<file path="src/rtl/uart_pkg.sv">
// uart_pkg: parity modes, FSM state encoding and the baud divider
// helper shared by the configurable UART core.
package uart_pkg;

  localparam int PAR_NONE = 0;
  localparam int PAR_ODD  = 1;
  localparam int PAR_EVEN = 2;

  typedef enum logic [2:0] {
    ST_IDLE   = 3'd0,
    ST_START  = 3'd1,
    ST_DATA   = 3'd2,
    ST_PARITY = 3'd3,
    ST_STOP   = 3'd4
  } uart_state_t;

  function automatic int baud_div(
    input int clk_freq,
    input int baud,
    input int os
  );
    return clk_freq / (baud * os);
  endfunction

endpackage

</file>
<file path="src/rtl/uart_cfg_core_if.sv">
// uart_cfg_core_if: host byte interface and serial pins of the UART.
// slave faces the core, master faces the host/line model.
interface uart_cfg_core_if #(
  parameter int DATA_BITS = 8
);

  logic                 rx;
  logic                 tx;
  logic [DATA_BITS-1:0] dintx;
  logic                 newd;
  logic [DATA_BITS-1:0] doutrx;
  logic                 donetx;
  logic                 donerx;
  logic                 busytx;
  logic                 perr;
  logic                 ferr;

  modport slave (
    input  rx,
    input  dintx,
    input  newd,
    output tx,
    output doutrx,
    output donetx,
    output donerx,
    output busytx,
    output perr,
    output ferr
  );

  modport master (
    output rx,
    output dintx,
    output newd,
    input  tx,
    input  doutrx,
    input  donetx,
    input  donerx,
    input  busytx,
    input  perr,
    input  ferr
  );

endinterface

</file>
<file path="src/rtl/uart_baud_gen.sv">
// uart_baud_gen: free-running divider, one-cycle tick every DIV clocks.
// Counter restarts on synchronous active-low reset.
module uart_baud_gen #(
  parameter int DIV = 10
) (
  input  logic clk,
  input  logic rst,
  output logic tick
);

  localparam int W = (DIV > 1) ? $clog2(DIV) : 1;
  localparam logic [W-1:0] LAST = W'(DIV - 1);

  logic [W-1:0] cnt;

  always_ff @(posedge clk) begin
    if (!rst) begin
      cnt <= '0;
    end else if (cnt == LAST) begin
      cnt <= '0;
    end else begin
      cnt <= cnt + 1'b1;
    end
  end

  assign tick = (cnt == LAST);

endmodule

</file>
<file path="src/rtl/uart_cfg_core.sv">
// uart_cfg_core: configurable full-duplex UART (width/parity/stop).
// Define UART_LOOPBACK_EN to add the internal tx->rx loopback port.
module uart_cfg_core
  import uart_pkg::*;
#(
  parameter int CLK_FREQ   = 1600000,
  parameter int BAUD       = 10000,
  parameter int OVERSAMPLE = 16,
  parameter int DATA_BITS  = 8,
  parameter int PARITY     = 0,
  parameter int STOP_BITS  = 1
) (
  input logic clk,
  input logic rst,
`ifdef UART_LOOPBACK_EN
  input logic loopback,
`endif
  uart_cfg_core_if.slave bus
);

  localparam int DIV = baud_div(CLK_FREQ, BAUD, OVERSAMPLE);
  localparam int OSW = $clog2(OVERSAMPLE);
  localparam logic [OSW-1:0] OS_LAST = OSW'(OVERSAMPLE - 1);
  localparam logic [OSW-1:0] OS_MID  = OSW'(OVERSAMPLE / 2 - 1);
  localparam logic [3:0] BIT_LAST  = 4'(DATA_BITS - 1);
  localparam logic [3:0] STOP_LAST = 4'(STOP_BITS - 1);
  localparam bit HAS_PAR = (PARITY != PAR_NONE);

  function automatic logic par_bit(input logic [DATA_BITS-1:0] d);
    return (PARITY == PAR_ODD) ? ~^d : ^d;
  endfunction

  logic tick;

  uart_baud_gen #(
    .DIV (DIV)
  ) u_baud (
    .clk  (clk),
    .rst  (rst),
    .tick (tick)
  );

  // ---------------- TX ----------------
  uart_state_t          tx_st, tx_st_d;
  logic [OSW-1:0]       tx_os, tx_os_d;
  logic [3:0]           tx_cnt, tx_cnt_d;
  logic [DATA_BITS-1:0] tx_sh, tx_sh_d;
  logic                 tx_pb, tx_pb_d;
  logic                 tx_busy, tx_busy_d;
  logic                 tx_done, tx_done_d;
  logic                 tx_end;
  logic                 tx_line;

  assign tx_end = tick && (tx_os == OS_LAST);

  always_ff @(posedge clk) begin
    if (!rst) begin
      tx_st   <= ST_IDLE;
      tx_os   <= '0;
      tx_cnt  <= '0;
      tx_sh   <= '0;
      tx_pb   <= 1'b0;
      tx_busy <= 1'b0;
      tx_done <= 1'b0;
    end else begin
      tx_st   <= tx_st_d;
      tx_os   <= tx_os_d;
      tx_cnt  <= tx_cnt_d;
      tx_sh   <= tx_sh_d;
      tx_pb   <= tx_pb_d;
      tx_busy <= tx_busy_d;
      tx_done <= tx_done_d;
    end
  end

  always_comb begin
    tx_st_d   = tx_st;
    tx_os_d   = tx_os;
    tx_cnt_d  = tx_cnt;
    tx_sh_d   = tx_sh;
    tx_pb_d   = tx_pb;
    tx_busy_d = tx_busy;
    tx_done_d = 1'b0;
    if (tx_st != ST_IDLE && tick) begin
      tx_os_d = tx_end ? '0 : tx_os + 1'b1;
    end
    unique case (tx_st)
      ST_IDLE: begin
        // latch first, then align the start bit to a tick
        if (!tx_busy && bus.newd) begin
          tx_sh_d   = bus.dintx;
          tx_pb_d   = par_bit(bus.dintx);
          tx_busy_d = 1'b1;
        end else if (tx_busy && tick) begin
          tx_st_d = ST_START;
          tx_os_d = '0;
        end
      end
      ST_START: begin
        if (tx_end) begin
          tx_st_d  = ST_DATA;
          tx_cnt_d = '0;
        end
      end
      ST_DATA: begin
        if (tx_end) begin
          tx_sh_d = tx_sh >> 1;
          if (tx_cnt == BIT_LAST) begin
            tx_cnt_d = '0;
            tx_st_d  = HAS_PAR ? ST_PARITY : ST_STOP;
          end else begin
            tx_cnt_d = tx_cnt + 1'b1;
          end
        end
      end
      ST_PARITY: begin
        if (tx_end) begin
          tx_st_d  = ST_STOP;
          tx_cnt_d = '0;
        end
      end
      ST_STOP: begin
        if (tx_end) begin
          if (tx_cnt == STOP_LAST) begin
            tx_st_d   = ST_IDLE;
            tx_busy_d = 1'b0;
            tx_done_d = 1'b1;
          end else begin
            tx_cnt_d = tx_cnt + 1'b1;
          end
        end
      end
      default: tx_st_d = ST_IDLE;
    endcase
  end

  always_comb begin
    tx_line = 1'b1;
    unique case (1'b1)
      tx_st == ST_START:  tx_line = 1'b0;
      tx_st == ST_DATA:   tx_line = tx_sh[0];
      tx_st == ST_PARITY: tx_line = tx_pb;
      default:            tx_line = 1'b1;
    endcase
  end

  // ---------------- RX ----------------
  logic rx_in;

`ifdef UART_LOOPBACK_EN
  assign rx_in = loopback ? tx_line : bus.rx;
`else
  assign rx_in = bus.rx;
`endif

  logic [1:0] rx_sync;
  logic       rx_prev;
  logic       rx_s;
  logic       rx_fall;

  always_ff @(posedge clk) begin
    if (!rst) begin
      rx_sync <= 2'b11;
      rx_prev <= 1'b1;
    end else begin
      rx_sync <= {rx_sync[0], rx_in};
      rx_prev <= rx_s;
    end
  end

  assign rx_s    = rx_sync[1];
  assign rx_fall = rx_prev && !rx_s;

  uart_state_t          rx_st, rx_st_d;
  logic [OSW-1:0]       rx_os, rx_os_d;
  logic [3:0]           rx_cnt, rx_cnt_d;
  logic [DATA_BITS-1:0] rx_sh, rx_sh_d;
  logic                 rx_pb, rx_pb_d;
  logic                 rx_fe, rx_fe_d;
  logic [DATA_BITS-1:0] dout_q, dout_d;
  logic                 perr_q, perr_d;
  logic                 ferr_q, ferr_d;
  logic                 rx_done, rx_done_d;
  logic                 rx_smp;
  logic                 rx_fe_now;

  // start bit is probed at half period, the rest a full period apart
  assign rx_smp = tick &&
    (rx_os == ((rx_st == ST_START) ? OS_MID : OS_LAST));
  assign rx_fe_now = rx_fe || !rx_s;

  always_ff @(posedge clk) begin
    if (!rst) begin
      rx_st   <= ST_IDLE;
      rx_os   <= '0;
      rx_cnt  <= '0;
      rx_sh   <= '0;
      rx_pb   <= 1'b0;
      rx_fe   <= 1'b0;
      dout_q  <= '0;
      perr_q  <= 1'b0;
      ferr_q  <= 1'b0;
      rx_done <= 1'b0;
    end else begin
      rx_st   <= rx_st_d;
      rx_os   <= rx_os_d;
      rx_cnt  <= rx_cnt_d;
      rx_sh   <= rx_sh_d;
      rx_pb   <= rx_pb_d;
      rx_fe   <= rx_fe_d;
      dout_q  <= dout_d;
      perr_q  <= perr_d;
      ferr_q  <= ferr_d;
      rx_done <= rx_done_d;
    end
  end

  always_comb begin
    rx_st_d   = rx_st;
    rx_os_d   = rx_os;
    rx_cnt_d  = rx_cnt;
    rx_sh_d   = rx_sh;
    rx_pb_d   = rx_pb;
    rx_fe_d   = rx_fe;
    dout_d    = dout_q;
    perr_d    = perr_q;
    ferr_d    = ferr_q;
    rx_done_d = 1'b0;
    if (rx_st != ST_IDLE && tick) begin
      rx_os_d = rx_smp ? '0 : rx_os + 1'b1;
    end
    unique case (rx_st)
      ST_IDLE: begin
        if (rx_fall) begin
          rx_st_d = ST_START;
          rx_os_d = '0;
          rx_fe_d = 1'b0;
        end
      end
      ST_START: begin
        if (rx_smp) begin
          rx_st_d  = rx_s ? ST_IDLE : ST_DATA;
          rx_cnt_d = '0;
        end
      end
      ST_DATA: begin
        if (rx_smp) begin
          rx_sh_d = {rx_s, rx_sh[DATA_BITS-1:1]};
          if (rx_cnt == BIT_LAST) begin
            rx_cnt_d = '0;
            rx_st_d  = HAS_PAR ? ST_PARITY : ST_STOP;
          end else begin
            rx_cnt_d = rx_cnt + 1'b1;
          end
        end
      end
      ST_PARITY: begin
        if (rx_smp) begin
          rx_pb_d  = rx_s;
          rx_st_d  = ST_STOP;
          rx_cnt_d = '0;
        end
      end
      ST_STOP: begin
        if (rx_smp) begin
          if (rx_cnt == STOP_LAST) begin
            rx_st_d   = ST_IDLE;
            rx_done_d = 1'b1;
            dout_d    = rx_sh;
            ferr_d    = rx_fe_now;
            perr_d    = HAS_PAR && (par_bit(rx_sh) != rx_pb);
          end else begin
            rx_fe_d  = rx_fe_now;
            rx_cnt_d = rx_cnt + 1'b1;
          end
        end
      end
      default: rx_st_d = ST_IDLE;
    endcase
  end

  assign bus.tx     = tx_line;
  assign bus.busytx = tx_busy;
  assign bus.donetx = tx_done;
  assign bus.doutrx = dout_q;
  assign bus.perr   = perr_q;
  assign bus.ferr   = ferr_q;
  assign bus.donerx = rx_done;

endmodule

</file>
<file path="src/flat_wrapper.sv">
// flat-port wrapper written by rule: the top's interface ports become plain ports
module uart_cfg_core_flat import uart_pkg::*;
#(
  parameter int CLK_FREQ   = 1600000,
  parameter int BAUD       = 10000,
  parameter int OVERSAMPLE = 16,
  parameter int DATA_BITS  = 8,
  parameter int PARITY     = 0,
  parameter int STOP_BITS  = 1
)
  (clk, rst, bus_rx, bus_dintx, bus_newd, bus_tx, bus_doutrx, bus_donetx, bus_donerx, bus_busytx, bus_perr, bus_ferr);
  uart_cfg_core_if #(.DATA_BITS(DATA_BITS)) bus_i ();
  input logic clk;
  input logic rst;
  input wire logic [$bits(bus_i.rx)-1:0] bus_rx;
  input wire logic [$bits(bus_i.dintx)-1:0] bus_dintx;
  input wire logic [$bits(bus_i.newd)-1:0] bus_newd;
  output wire logic [$bits(bus_i.tx)-1:0] bus_tx;
  output wire logic [$bits(bus_i.doutrx)-1:0] bus_doutrx;
  output wire logic [$bits(bus_i.donetx)-1:0] bus_donetx;
  output wire logic [$bits(bus_i.donerx)-1:0] bus_donerx;
  output wire logic [$bits(bus_i.busytx)-1:0] bus_busytx;
  output wire logic [$bits(bus_i.perr)-1:0] bus_perr;
  output wire logic [$bits(bus_i.ferr)-1:0] bus_ferr;
  assign bus_i.rx = bus_rx;
  assign bus_i.dintx = bus_dintx;
  assign bus_i.newd = bus_newd;
  assign bus_tx = bus_i.tx;
  assign bus_doutrx = bus_i.doutrx;
  assign bus_donetx = bus_i.donetx;
  assign bus_donerx = bus_i.donerx;
  assign bus_busytx = bus_i.busytx;
  assign bus_perr = bus_i.perr;
  assign bus_ferr = bus_i.ferr;
  uart_cfg_core #(.CLK_FREQ(CLK_FREQ), .BAUD(BAUD), .OVERSAMPLE(OVERSAMPLE), .DATA_BITS(DATA_BITS), .PARITY(PARITY), .STOP_BITS(STOP_BITS)) u_core (.clk(clk), .rst(rst), .bus(bus_i));
endmodule
</file>
<file path="config.mk">
export PLATFORM = sky130hd
export DESIGN_NAME = uart_cfg_core_flat
export DESIGN_NICKNAME = d
export VERILOG_FILES = /design/src/rtl/uart_pkg.sv /design/src/rtl/uart_cfg_core_if.sv /design/src/rtl/uart_baud_gen.sv /design/src/rtl/uart_cfg_core.sv /design/src/flat_wrapper.sv
export SDC_FILE = /design/constraint.sdc
export NUM_CORES = 1
export LEC_CHECK = 0
export CAP_MARGIN = 0
export CORE_MARGIN = 2
export CORE_UTILIZATION = 38
export CTS_CLUSTER_DIAMETER = 50
export DETAILED_ROUTE_END_ITERATION = 16
export SYNTH_ARGS = -nofsm -noshare
export SYNTH_HDL_FRONTEND = slang
export SYNTH_SLANG_ARGS = --single-unit
</file>
<file path="constraint.sdc">
create_clock -name clk -period 2.62 [get_ports clk]
set_input_delay 0.393 -clock clk [delete_from_list [all_inputs] [get_ports clk]]
set_output_delay 0.393 -clock clk [all_outputs]
set_load 0.01 [all_outputs]
</file>
# Word level (Yosys, flattened, before mapping)
# Cells that the tools add are included.
[classes] n_addsub=5 n_eq_ne=33 mux=54 bitwise_logic=1 n_reduce_logical=37
[op_table] operator="$mux 4" count=20
[op_table] operator="$mux 3" count=15
[op_table] operator="$ne 2x1->1 const B" count=17
[op_table] operator="$pmux 3 s5" count=2
[op_table] operator="$pmux 4 s3" count=2
[op_table] operator="$add 4x1->4 const B" count=5
[op_table] operator="$mux 8" count=2
[op_table] operator="$pmux 8 s2" count=1
[op_table] operator="$eq 3x2->1 const B" count=4
[op_table] operator="$reduce_and 3->1" count=4
[op_table] operator="$reduce_bool 3->1" count=4
[op_table] operator="$reduce_and 5->1" count=2
[op_table] operator="$eq 4x3->1 const B" count=2
[op_table] operator="$eq 4x4->1 const B" count=2
[op_table] operator="$logic_not 4->1" count=2
[op_table] operator="$mux 1" count=8
[op_table] operator="$reduce_and 4->1" count=2
[op_table] operator="$reduce_and 8->1" count=1
[op_table] operator="$reduce_xor 8->1" count=1
[op_table] operator="$logic_and 1x1->1" count=7
[op_table] operator="$reduce_and 7->1" count=1
[op_table] operator="$eq 3x1->1 const B" count=2
[op_table] operator="$eq 3x3->1 const B" count=2
[op_table] operator="$logic_not 3->1" count=2
[op_table] operator="11 further kinds" count=20
[totals] reg_bits=59 in_bits=12 out_inout_bits=14 elab_cells=148

# Depth between registers and ports, before layout
# Gate-level depths: netlist of the first run.
[depth] depth_word=8 ltp_mapped=8 mapped_depth_nobuf=6

# Modules after synthesis
# From an unflattened synthesis of the first run, not the netlist that was laid out.
[hier_totals] hier_cells=326 hier_area_um2=2886.5
[modules_own_cells] mod="uart_cfg_core" instances=1 cells_each=306 area_per_inst_um2=2697.6 seq_area_each_um2=1101.1
[modules_own_cells] mod="uart_baud_gen" instances=1 cells_each=20 area_per_inst_um2=188.9 seq_area_each_um2=80.1

# Least setup slack after synthesis of the first run
# Ideal clock, no wire load.
[synth_path] kind="register -> register" startpoint="reg u_core.u_baud.cnt[0]" endpoint="reg u_core.rx_sh[1]" setup_time_ps=128 arrival_time_ps=1715 required_time_ps=2492 setup_slack_ps=778 stages_incl_launch_ff=8 n_path_buf=2 synth_period_minus_slack_ps=1842 path_cell_list="dfxtp_1 -> ha_1 -> and3b_1 -> clkbuf_1 -> buf_2 -> nand4_1 -> mux2i_1 -> nor2_1"
[synth_between] elab_chain_len=3
[synth_rtl] element="start: declaration" line_no="uart_baud_gen.sv:14" source="logic [W-1:0] cnt;"
[synth_rtl] element="start signal: assignment" line_no="uart_baud_gen.sv:22" source="cnt <= cnt + 1'b1;"
[synth_rtl] element="$eq 4x4->1" line_no="uart_baud_gen.sv:26" source="assign tick = (cnt == LAST);"
[synth_rtl] element="$logic_and 1x1->1" line_no="uart_cfg_core.sv:188" source="assign rx_smp = tick &&"
[synth_rtl] element="$reduce_and 2->1 (no line)"
[synth_rtl] element="end signal: assignment" line_no="uart_cfg_core.sv:208" source="rx_sh <= rx_sh_d;"
[synth_rtl] element="end: declaration" line_no="uart_cfg_core.sv:177" source="logic [DATA_BITS-1:0] rx_sh, rx_sh_d;"
# Every way passes these cells.
# A chain may end at the register's enable or synchronous reset.

# Final worst setup path of the first run
[layout_path] startpoint="reg u_core.u_baud.cnt[0]" endpoint="reg u_core.tx_cnt[1]"
[layout_between] elab_chain_len=4 elab_cells_between_ends=6 classes_between="eq/ne (4); reduce/logical (2)"
[layout_rtl] element="$eq 4x4->1 *" line_no="uart_baud_gen.sv:26"
[layout_rtl] element="$logic_and 1x1->1 *" line_no="uart_cfg_core.sv:54" source="assign tx_end = tick && (tx_os == OS_LAST);"
[layout_rtl] element="$ne 2x1->1 (no line)"
[layout_rtl] element="$reduce_and 5->1 (no line) *"
[layout_rtl] element="end signal: assignment" line_no="uart_cfg_core.sv:68" source="tx_cnt <= tx_cnt_d;"
[layout_rtl] element="end: declaration" line_no="uart_cfg_core.sv:46" source="logic [3:0] tx_cnt, tx_cnt_d;"
# Mark *: on every way between the ends. The rest lies on a longest branch, timed or not.

==> impl_metrics.yaml, run 1 <==
status:
  status: "completed"
floorplanning:
  die_y_um: 92.08
  dieArea_um2: 8478
  die_x_um: 92.08
  ioPinCount: 26
  start_util: 0.3875
  rows: 32
  core-area_um2: 7607
finish:
  final_cell_mix: "dfxtp_1 (59), nor2_1 (29), clkdlybuf4s50_1 (24), a21oi_1 (23), o21ai_0 (19)"
  fin_area_um2: 3491
  nets: 380
  n_fill_cell: 761
  final_layout_size_suffix_gt1_frac: 0.08493
  area_growth_pct: 18.42
  layout_commonest_cell: "dfxtp_1"
  diodes: 0
pwr:
  ir_worst_vdd_mv: 0.3412
  power.leakage_uw: 0.001256
  p_sw_uw: 499.8
  power_frac_seq: 0.461
  clockPowerShare: 0.454
  powerDensity_nw_per_um2: 585.2
  p_int_uw: 1543
  total_power_uw: 2043
  power_frac_comb: 0.085
  swShare: 0.2446
placement:
  finalWeightedCongestion: 0.8046
  postPlaceCellArea_um2: 3264
  preCtsSetupSlack_ps: 534.2
  hpwlAfterDp_um: 4286
  io_buffers: 24
synthesis:
  synth_xor_area_frac: 0.02971
  synth_warnings: 0
  synthArstFlopShare: 0
  synth_top_family_by_area: "simple AND/OR/NAND/NOR gates"
  synth-compound-area-share: 0.1893
  synth-main-ff-cell: "dfxtp_1"
  synthCells: 340
  yosysSeqAreaShare: 0.4007
  synth_fa_ha_area_frac: 0.03396
  syn_nets: 360
  ys_ff_latch: 59
  postSynthAreaPerCell_um2: 8.670
  synth_edf_count: 0
  syn-cell-area_um2: 2948
  synth-simple-area-share: 0.2330
  netlist-cell-type-count: 54
  muxShareOfSynthArea: 0.05772
sta:
  period_share: 0.8077
  clock.fmax_mhz: 472.5
  setup_viol: 0
  hold_violations: 0
  fin_crit_ps: 2116
  rsz0062_at_grt: "false"
  worstMarginPinSlew_ps: 591.0
  finalClockSkew_ps: 8.350
  final.setup.worst_slack_ps: 503.8
  tns_ps: 0
  slew_headroom: 0.6060
  slew_violations: 0
setup_path:
  path_class: "reg -> reg"
  critPathRequiredTime_ps: 2890
  crit_arrival_ps: 2380
  cp_max_fo: 14
  reg2reg_from: "u_core.u_baud.cnt[0]$_SDFF_PP0_"
  r2r-end: "u_core.tx_cnt[1]$_SDFFE_PN0P_"
  rr_worst_depth: 5
  critPathLaunchType: "flip-flop"
  setup.worst_path.end_class: "flip-flop"
  reg2reg_slack_ps: 500
route:
  drtPass1Iterations: 4
  via_per_inst: 5.319
  drcViolationCount: 0
  totalWireLength_um: 6104
  ant_nets: 0
  wl_per_cell_um: 13.07
  vias: 2484
  drtIter0Drc: 159
clock_tree:
  tritoncts: "done"
  cts_root_buffer: "clkbuf_8"
  cts_setup_buffers: 0
  hold_buffers: 0
  htreeDepth: 3
  cts_sinks: 59
  clockBufferDepth: 2
  cts_resized: 0
  cts_made_buffers: 9
  path_clk_slew_ps: 70
  clk_latency_ps: 340
hold_path:
  holdCritStartpoint: "u_core.rx_sync[0]$_SDFF_PN1_"
  hold_class: "reg -> reg"
  min_path_cells: 1
  min_to: "u_core.rx_sync[1]$_SDFF_PN1_"
grt:
  grt_start_max_net_pins: 28
  grt.total_usage: 0.1517
  grt_pass1_vias: 2291
  gr-total-overflow: 0
  grt_pass1_wl_um: 10470
  antenna_found_initial: 0
flow_run:
  max_cap_viol_count: 0
## final cells by class
class | instances | area (µm²) | share of cell area
flip-flops and latches | 59 | 1181 | 0.3384
clock inverters | 7 | 102.6 | 0.02939
multi-input cells | 245 | 1607 | 0.4602
clock buffers | 9 | 123.9 | 0.03548
repair buffers | 32 | 300.3 | 0.08602
well taps | 102 | 127.6 | 0.03656
inverters | 13 | 48.80 | 0.01398
## through the flow
step / hold WS (ps) / std cells / utilization
final: 418.2 / 467 / 0.4589
after global routing: 432.8 / 467 / 0.4589
after CTS: 424.3 / 467 / 0.4589
after detailed placement: 396.0 / 451 / 0.4291
after global placement: 414.3 / 451 / 0.4291
after floorplan: 386.3 / 340 / -
## critical path, cell delays in order, from the launching register on
cell	delay, ps
dfxtp_1	380
ha_1	210
and3b_1	470
nand2_1	290
or4b_1	570
a21oi_1	150
## power by group through the flow
stage	clock, µW	sequential [µW]	combinational (µW)
floorplan	0	952	134
global placement	0	961	174
detailed placement	0	962	175
CTS	953	942	175
global route	992	945	194
finish	928	942	173
## Yosys cell counts, types with 2 or more instances
| cell type | instances | share of area |
|---|---|---|
| xnor2_1 | 10 | 0.030 |
| nor4_1 | 5 | 0.011 |
| and3_1 | 3 | 0.0064 |
| o21a_1 | 4 | 0.010 |
| a32o_1 | 6 | 0.020 |
| clkbuf_1 | 13 | 0.017 |
| or4b_1 | 2 | 0.0068 |
| and3b_1 | 3 | 0.0089 |
| nor2b_1 | 3 | 0.0064 |
| nor3b_1 | 11 | 0.028 |
| a32oi_1 | 2 | 0.0059 |
| o31ai_1 | 2 | 0.0051 |
| a21o_1 | 2 | 0.0051 |
| o221ai_1 | 2 | 0.0059 |
| a211oi_1 | 10 | 0.025 |
| mux2i_1 | 17 | 0.058 |
| nand2b_1 | 6 | 0.013 |
| or3_1 | 3 | 0.0064 |
| a21oi_1 | 23 | 0.039 |
| and2_1 | 5 | 0.011 |
| nand2_1 | 15 | 0.019 |
| dfxtp_1 | 59 | 0.40 |
| nand4_1 | 3 | 0.0064 |
| nor2_1 | 29 | 0.037 |
| buf_4 | 3 | 0.0076 |
| nand3_1 | 17 | 0.029 |
| o21ai_0 | 19 | 0.032 |
| nor3_1 | 8 | 0.014 |
| o211ai_1 | 4 | 0.010 |
| or2_2 | 3 | 0.0064 |
| buf_2 | 5 | 0.0085 |
| ha_1 | 8 | 0.034 |
| inv_1 | 12 | 0.015 |
| nand3b_1 | 3 | 0.0076 |
## routing by layer
layer  up-vias  track usage  routed length (µm)
met3        12      0.02712                 200
met5         -            0                   0
met4         0      0.07836                 111
li1       1277            -                   -
met1      1160       0.2061                3121
met2        35       0.2298                2671
## registers in the layout (all words and copies together), names as in the netlist
| register | count |
|---|---|
| u_core.u_baud.cnt | 4 |
| u_core.bus.busytx | 1 |
| u_core.rx_prev | 1 |
| u_core.tx_sh | 8 |
| u_core.bus.doutrx | 8 |
| u_core.bus.donerx | 1 |
| u_core.rx_fe | 1 |
| u_core.tx_cnt | 4 |
| u_core.tx_os | 4 |
| u_core.rx_sh | 8 |
| u_core.tx_st | 3 |
| u_core.rx_cnt | 4 |
| u_core.rx_st | 3 |
| u_core.rx_os | 4 |
| u_core.tx_pb | 1 |
| u_core.bus.ferr | 1 |
| u_core.rx_sync | 2 |
| u_core.bus.donetx | 1 |
## worst max path at each step
stage / start / endpoint / slack (ps)
6_report: u_core.u_baud.cnt[0]$_SDFF_PP0_ / u_core.tx_cnt[1]$_SDFFE_PN0P_ / 500
4_1_cts: u_core.tx_st[0]$_SDFFE_PN0P_ / bus_tx / 490
5_1_grt: u_core.u_baud.cnt[0]$_SDFF_PP0_ / u_core.tx_cnt[1]$_SDFFE_PN0P_ / 280
3_5_place_dp: u_core.u_baud.cnt[0]$_SDFF_PP0_ / u_core.tx_cnt[1]$_SDFFE_PN0P_ / 530
3_3_place_gp: u_core.u_baud.cnt[0]$_SDFF_PP0_ / u_core.tx_cnt[1]$_SDFFE_PN0P_ / 600
2_1_floorplan: u_core.u_baud.cnt[0]$_SDFF_PP0_ / u_core.rx_sh[1]$_SDFFE_PN0P_ / 780
## cells by family after synthesis
kind of cell,count (synthesis)
xor+xnor,10
flops,59
other cells,1
fa+ha+maj,8
compound gates,84
buf+inv,36
simple gates,125
mux,17
(Power assumes the default switching activity.)
==> inputs of run 2 (changes only) <==
==> constraint.sdc (replaced) <==
create_clock -name clk -period 1.8 [get_ports clk]
set_input_delay 0.27 -clock clk [delete_from_list [all_inputs] [get_ports clk]]
set_output_delay 0.27 -clock clk [all_outputs]
set_load 0.01 [all_outputs]
==> run 2 against run 1 <==
  * Maximum frequency grew 22%
  * Clock skew grew 3.8 ps
  * Register-to-register slack lost 440 ps
  * Hold slack gained 4.4 ps
  * Count of clock-buffer cells in the layout grew 3
  * Power grew 44%
  * Clock power grew 34%
  * Critical path depth is the same
  * Worst setup slack lost 440 ps
  * Flip-flop and latch count is the same
  * Via count grew 4.7%
  * Global-route usage grew 1.8 points
  * Largest cell class unchanged
==> impl_metrics.yaml, run 2 (synthesis results as in run 1) <==
status:
  status: "completed"
clock_tree:
  htreeDepth: 3
  hold_buffers: 0
  cts_root_buffer: "clkbuf_8"
  clockBufferDepth: 2
  clk_latency_ps: 340
  tritoncts: "done"
  cts_made_buffers: 9
  path_clk_slew_ps: 70
  cts_sinks: 59
route:
  wl_per_cell_um: 13.61
  drtIter0Drc: 129
  vias: 2601
  via_per_inst: 5.255
  drtPass1Iterations: 4
  totalWireLength_um: 6736
  drcViolationCount: 0
  ant_nets: 0
sta:
  slew_violations: 0
  period_share: 0.9667
  fin_crit_ps: 1740
  clock.fmax_mhz: 574.7
  setup_viol: 0
  whs_ps: 422.7
  rsz0062_at_grt: "true"
  tns_ps: 0
  hold_violations: 0
  finalClockSkew_ps: 12.16
floorplanning:
  die_x_um: 92.08
  rows: 32
  dieArea_um2: 8478
  start_util: 0.3875
  core-area_um2: 7607
  die_y_um: 92.08
  ioPinCount: 26
grt:
  grt.total_usage: 0.1698
  antenna_found_initial: 0
  grt_pass1_vias: 2517
  grt_pass1_wl_um: 11570
  grt_start_max_net_pins: 36
  gr-total-overflow: 0
setup_path:
  cp_max_fo: 5
  path_cells: "ha_1 > and3b_1 > a211oi_2 > or4b_1 > a21oi_1"
  crit_arrival_ps: 2000
  cp_slowest_stage_delay_ps: 450
  slowest_stage: "or4b_1"
  r2r-end: "u_core.tx_cnt[0]$_SDFFE_PN0P_"
  rr_worst_depth: 5
  critPathLaunchType: "flip-flop"
  endpoint: "u_core.tx_cnt[0]$_SDFFE_PN0P_"
  setup.worst_path.start: "u_core.tx_cnt[0]$_SDFFE_PN0P_"
  setup.worst_path.end_class: "flip-flop"
  reg2reg_from: "u_core.tx_cnt[0]$_SDFFE_PN0P_"
  reg2reg_slack_ps: 60
  path_class: "reg -> reg"
  critPathRequiredTime_ps: 2060
finish:
  final_cell_mix: "dfxtp_1 (55), buf_4 (33), nor2_1 (24), a21oi_1 (23), clkdlybuf4s50_1 (23)"
  n_fill_cell: 767
  seqCellArea_um2: 1191
  layoutNonFillerInstCount: 495
  final_layout_size_suffix_gt1_frac: 0.2239
  diodes: 0
  area_growth_pct: 28.40
  final_core_util: 0.4975
  nets: 408
  multi_input_area_um2: 1697
  layout_commonest_cell: "dfxtp_1"
  fin_area_um2: 3785
pwr:
  powerDensity_nw_per_um2: 774.9
  ir_worst_vdd_mv: 0.3984
  power.leakage_uw: 0.001417
flow_run:
  max_cap_viol_count: 0
placement:
  io_buffers: 24
  placed_cells: 478
  finalWeightedCongestion: 0.8396
  postPlaceCellArea_um2: 3472
  hpwlAfterDp_um: 4613
hold_path:
  hold_class: "reg -> reg"
  min_path_cells: 1
-- run 2: cell types whose count changed in the layout (fill, tap and decap cells not counted), moves of 4 or more --
cell | before | now
buf_4 | 8 | 33
a211oi_1 | 10 | 3
a211oi_2 | 0 | 7
nor2_1 | 29 | 24
nor2_2 | 0 | 5
dfxtp_1 | 59 | 55
-- run 2: report_power, final --
group | internal (µW) | switching (µW)
registers | 1340 | 27.6
clock network | 713 | 532
logic | 162 | 159
-- run 2: worst max-delay path: cells and delay by family (launching register included) --
family	cells	cell delay, ps
AOI/OAI and AO/OA	2	410
DFF	1	360
adders and majority gates	1	230
and+or+nand+nor	2	670
-- run 2: layout make-up --
type / instances / share of cell area
sequential: 59 / 0.3147
clock buffer: 12 / 0.04099
inverter: 13 / 0.01289
clock inverter: 4 / 0.01289
multi-input combinational: 245 / 0.4483
tap: 102 / 0.03372
timing repair buffer: 60 / 0.1365
-- run 2: per-layer routing --
metal,up-vias,global-route usage,share of wire
met3,6,0.04437,0.041
met5,-,0,0
met2,52,0.2684,0.47
met1,1216,0.2186,0.47
li1,1327,-,-
met4,0,0.07338,0.012
-- run 2: what timing repair did --
| item | in CTS | in global routing |
|---|---|---|
| pin swaps | 0 | 1 |
| gates resized for setup | 5 | 34 |
| buffers inserted | 0 | 1 |
| endpoints found under the setup margin | 3 | 38 |
-- run 2: worst min path at each step --
stage	start	endpoint	slack (ps)
2_1_floorplan	bus_rx	u_core.rx_sync[0]$_SDFF_PN1_	370
3_3_place_gp	u_core.rx_sync[0]$_SDFF_PN1_	u_core.rx_sync[1]$_SDFF_PN1_	410
3_5_place_dp	u_core.rx_sync[0]$_SDFF_PN1_	u_core.rx_sync[1]$_SDFF_PN1_	410
4_1_cts	u_core.rx_sync[0]$_SDFF_PN1_	u_core.rx_sync[1]$_SDFF_PN1_	430
5_1_grt	u_core.rx_sync[0]$_SDFF_PN1_	u_core.rx_sync[1]$_SDFF_PN1_	440
6_report	u_core.rx_sync[0]$_SDFF_PN1_	u_core.rx_sync[1]$_SDFF_PN1_	420
-- run 2: stage by stage --
step	worst slack, ps	power, µW
after floorplan	17.42	1580
after global placement	-39.26	1695
after detailed placement	-33.15	1698
after CTS	4.898	2960
after global routing	-10.27	3076
final	60.03	2933
==> inputs of run 3 (changes only) <==
--- a/config.mk
+++ b/config.mk
@@ -9,7 +9,9 @@
 export CORE_MARGIN = 2
 export CORE_UTILIZATION = 38
 export CTS_CLUSTER_DIAMETER = 50
+export CTS_CLUSTER_SIZE = 16
 export DETAILED_ROUTE_END_ITERATION = 16
+export PLACE_DENSITY_LB_ADDON = 0.15
 export SYNTH_ARGS = -nofsm -noshare
 export SYNTH_HDL_FRONTEND = slang
 export SYNTH_SLANG_ARGS = --single-unit
==> run 3 against run 2 <==
  * Count of clock-buffer cells in the layout decreased by 3
  * Utilization decreased by 0.46 points
  * Final cell count increased by 0.40%
  * Routed wire length increased by 0.82%
  * Register-to-register slack improved by 40 ps
  * Non-clock buffer count increased by 2
  * Clock power about the same
  * Critical endpoint unchanged
  * Largest cell class unchanged
  * Highest routed layer unchanged
==> impl_metrics.yaml, run 3 (synthesis results as in run 1) <==
floorplanning:
  die_x_um: 92.08
  rows: 32
  die_y_um: 92.08
  dieArea_um2: 8478
  core-area_um2: 7607
  start_util: 0.3875
  ioPinCount: 26
finish:
  layout_commonest_cell: "dfxtp_1"
  nets: 410
  final_cell_mix: "dfxtp_1 (54), buf_4 (38), nor2_1 (29), clkdlybuf4s50_1 (23), a21oi_1 (22)"
  final_layout_size_suffix_gt1_frac: 0.2051
  n_fill_cell: 752
  diodes: 0
  area_growth_pct: 27.21
sta:
  finalClockSkew_ps: 14.31
  setup_viol: 0
  rsz0062_at_grt: "true"
  period_share: 0.9467
  whs_ps: 439.5
  worstMarginPinSlew_ps: 549.2
  hold_violations: 0
  slew_violations: 0
  final.setup.worst_slack_ps: 95.89
  clock.fmax_mhz: 586.8
  slew_headroom: 0.6313
  fin_crit_ps: 1704
setup_path:
  path_class: "reg -> reg"
  crit_arrival_ps: 1970
  critPathLaunchType: "flip-flop"
  setup.worst_path.end_class: "flip-flop"
  critPathRequiredTime_ps: 2070
  cp_max_fo: 8
grt:
  gr-total-overflow: 0
  grt_start_max_net_pins: 24
  grt.total_usage: 0.1694
  grt_pass1_vias: 2474
  grt_pass1_wl_um: 11630
  antenna_found_initial: 0
clock_tree:
  cts_sinks: 59
  path_clk_slew_ps: 70
  htreeDepth: 3
  clockBufferDepth: 2
  tritoncts: "done"
  hold_buffers: 0
  cts_made_buffers: 9
  cts_root_buffer: "clkbuf_8"
  clk_latency_ps: 350
route:
  ant_nets: 0
  drtPass1Iterations: 4
  drcViolationCount: 0
  totalWireLength_um: 6791
  drtIter0Drc: 135
  wl_per_cell_um: 13.66
  via_per_inst: 5.266
  vias: 2617
pwr:
  power.leakage_uw: 0.001412
  ir_worst_vdd_mv: 0.5476
  powerDensity_nw_per_um2: 782.3
placement:
  finalWeightedCongestion: 0.8391
  io_buffers: 24
  hpwlAfterDp_um: 4739
  preCtsSetupSlack_ps: -19.07
status:
  status: "completed"
flow_run:
  max_cap_viol_count: 0
hold_path:
  hold_class: "reg -> reg"
==> run 3: cell count changes in the layout (fill, tap and decap cells not counted), moves of 5 or more <==
cell,delta
nor2_2,-5
buf_4,+5
nor2_1,+5
a211oi_2,-5
a211oi_1,+5
==> run 3: final cells by class <==
cell class / instances / area [µm²] / share of cell area
clock buffers: 9 / 123.9 / 0.03303
clock inverters: 7 / 82.58 / 0.02202
inverters: 13 / 48.80 / 0.01301
multi-input cells: 245 / 1659 / 0.4424
flip-flops and latches: 59 / 1187 / 0.3166
well taps: 102 / 127.6 / 0.03403
repair buffers: 62 / 520.5 / 0.1388
==> run 3: worst paths after layout <==
kind	start	to	slack [ps]	depth (start not counted)
max reg2reg	u_core.tx_cnt[0]$_SDFFE_PN0P_	u_core.tx_cnt[0]$_SDFFE_PN0P_	100	6
min reg2reg	u_core.rx_sync[0]$_SDFF_PN1_	u_core.rx_sync[1]$_SDFF_PN1_	440	1
max	u_core.tx_cnt[0]$_SDFFE_PN0P_	u_core.tx_cnt[0]$_SDFFE_PN0P_	100	6
min	u_core.rx_sync[0]$_SDFF_PN1_	u_core.rx_sync[1]$_SDFF_PN1_	440	1
==> run 3: layer usage <==
layer | up-vias | wire (µm) | GRT usage
met2 | 49 | 3032 | 0.2586
li1 | 1329 | - | -
met1 | 1230 | 3388 | 0.2330
met3 | 9 | 273 | 0.03205
met5 | - | 0 | 0
met4 | 0 | 96 | 0.07338
==> run 3: power breakdown <==
part           internal (µW)  switching (µW)
registers               1340            24.6
clock network            661             607
logic                    153             149
total                   2150             780
==> run 3: critical path, cell delays in order, from the launching register on <==
cell and delay, ps:
dfxtp_2 360, inv_1 50, ha_1 190, nor3b_2 170, o21a_4 250, or4b_1 490
a21oi_2 140
==> run 3: what timing repair did <==
action                     4_1_cts  5_1_grt
setup endpoints to repair        4       27
gates resized for setup          7       15
setup buffers                    0        2
pin swaps                        0        2
==> run 3: per-stage QoR <==
step | util | power [µW] | setup TNS (ps) | cell area, µm² | instances
floorplan | - | 1580 | 0 | 2957 | 340
global placement | 0.4574 | 1697 | 0 | 3480 | 479
detailed placement | 0.4574 | 1697 | -28.73 | 3480 | 479
CTS | 0.4863 | 2972 | 0 | 3700 | 495
global route | 0.4929 | 3075 | -21.96 | 3750 | 497
finish | 0.4929 | 2933 | 0 | 3750 | 497
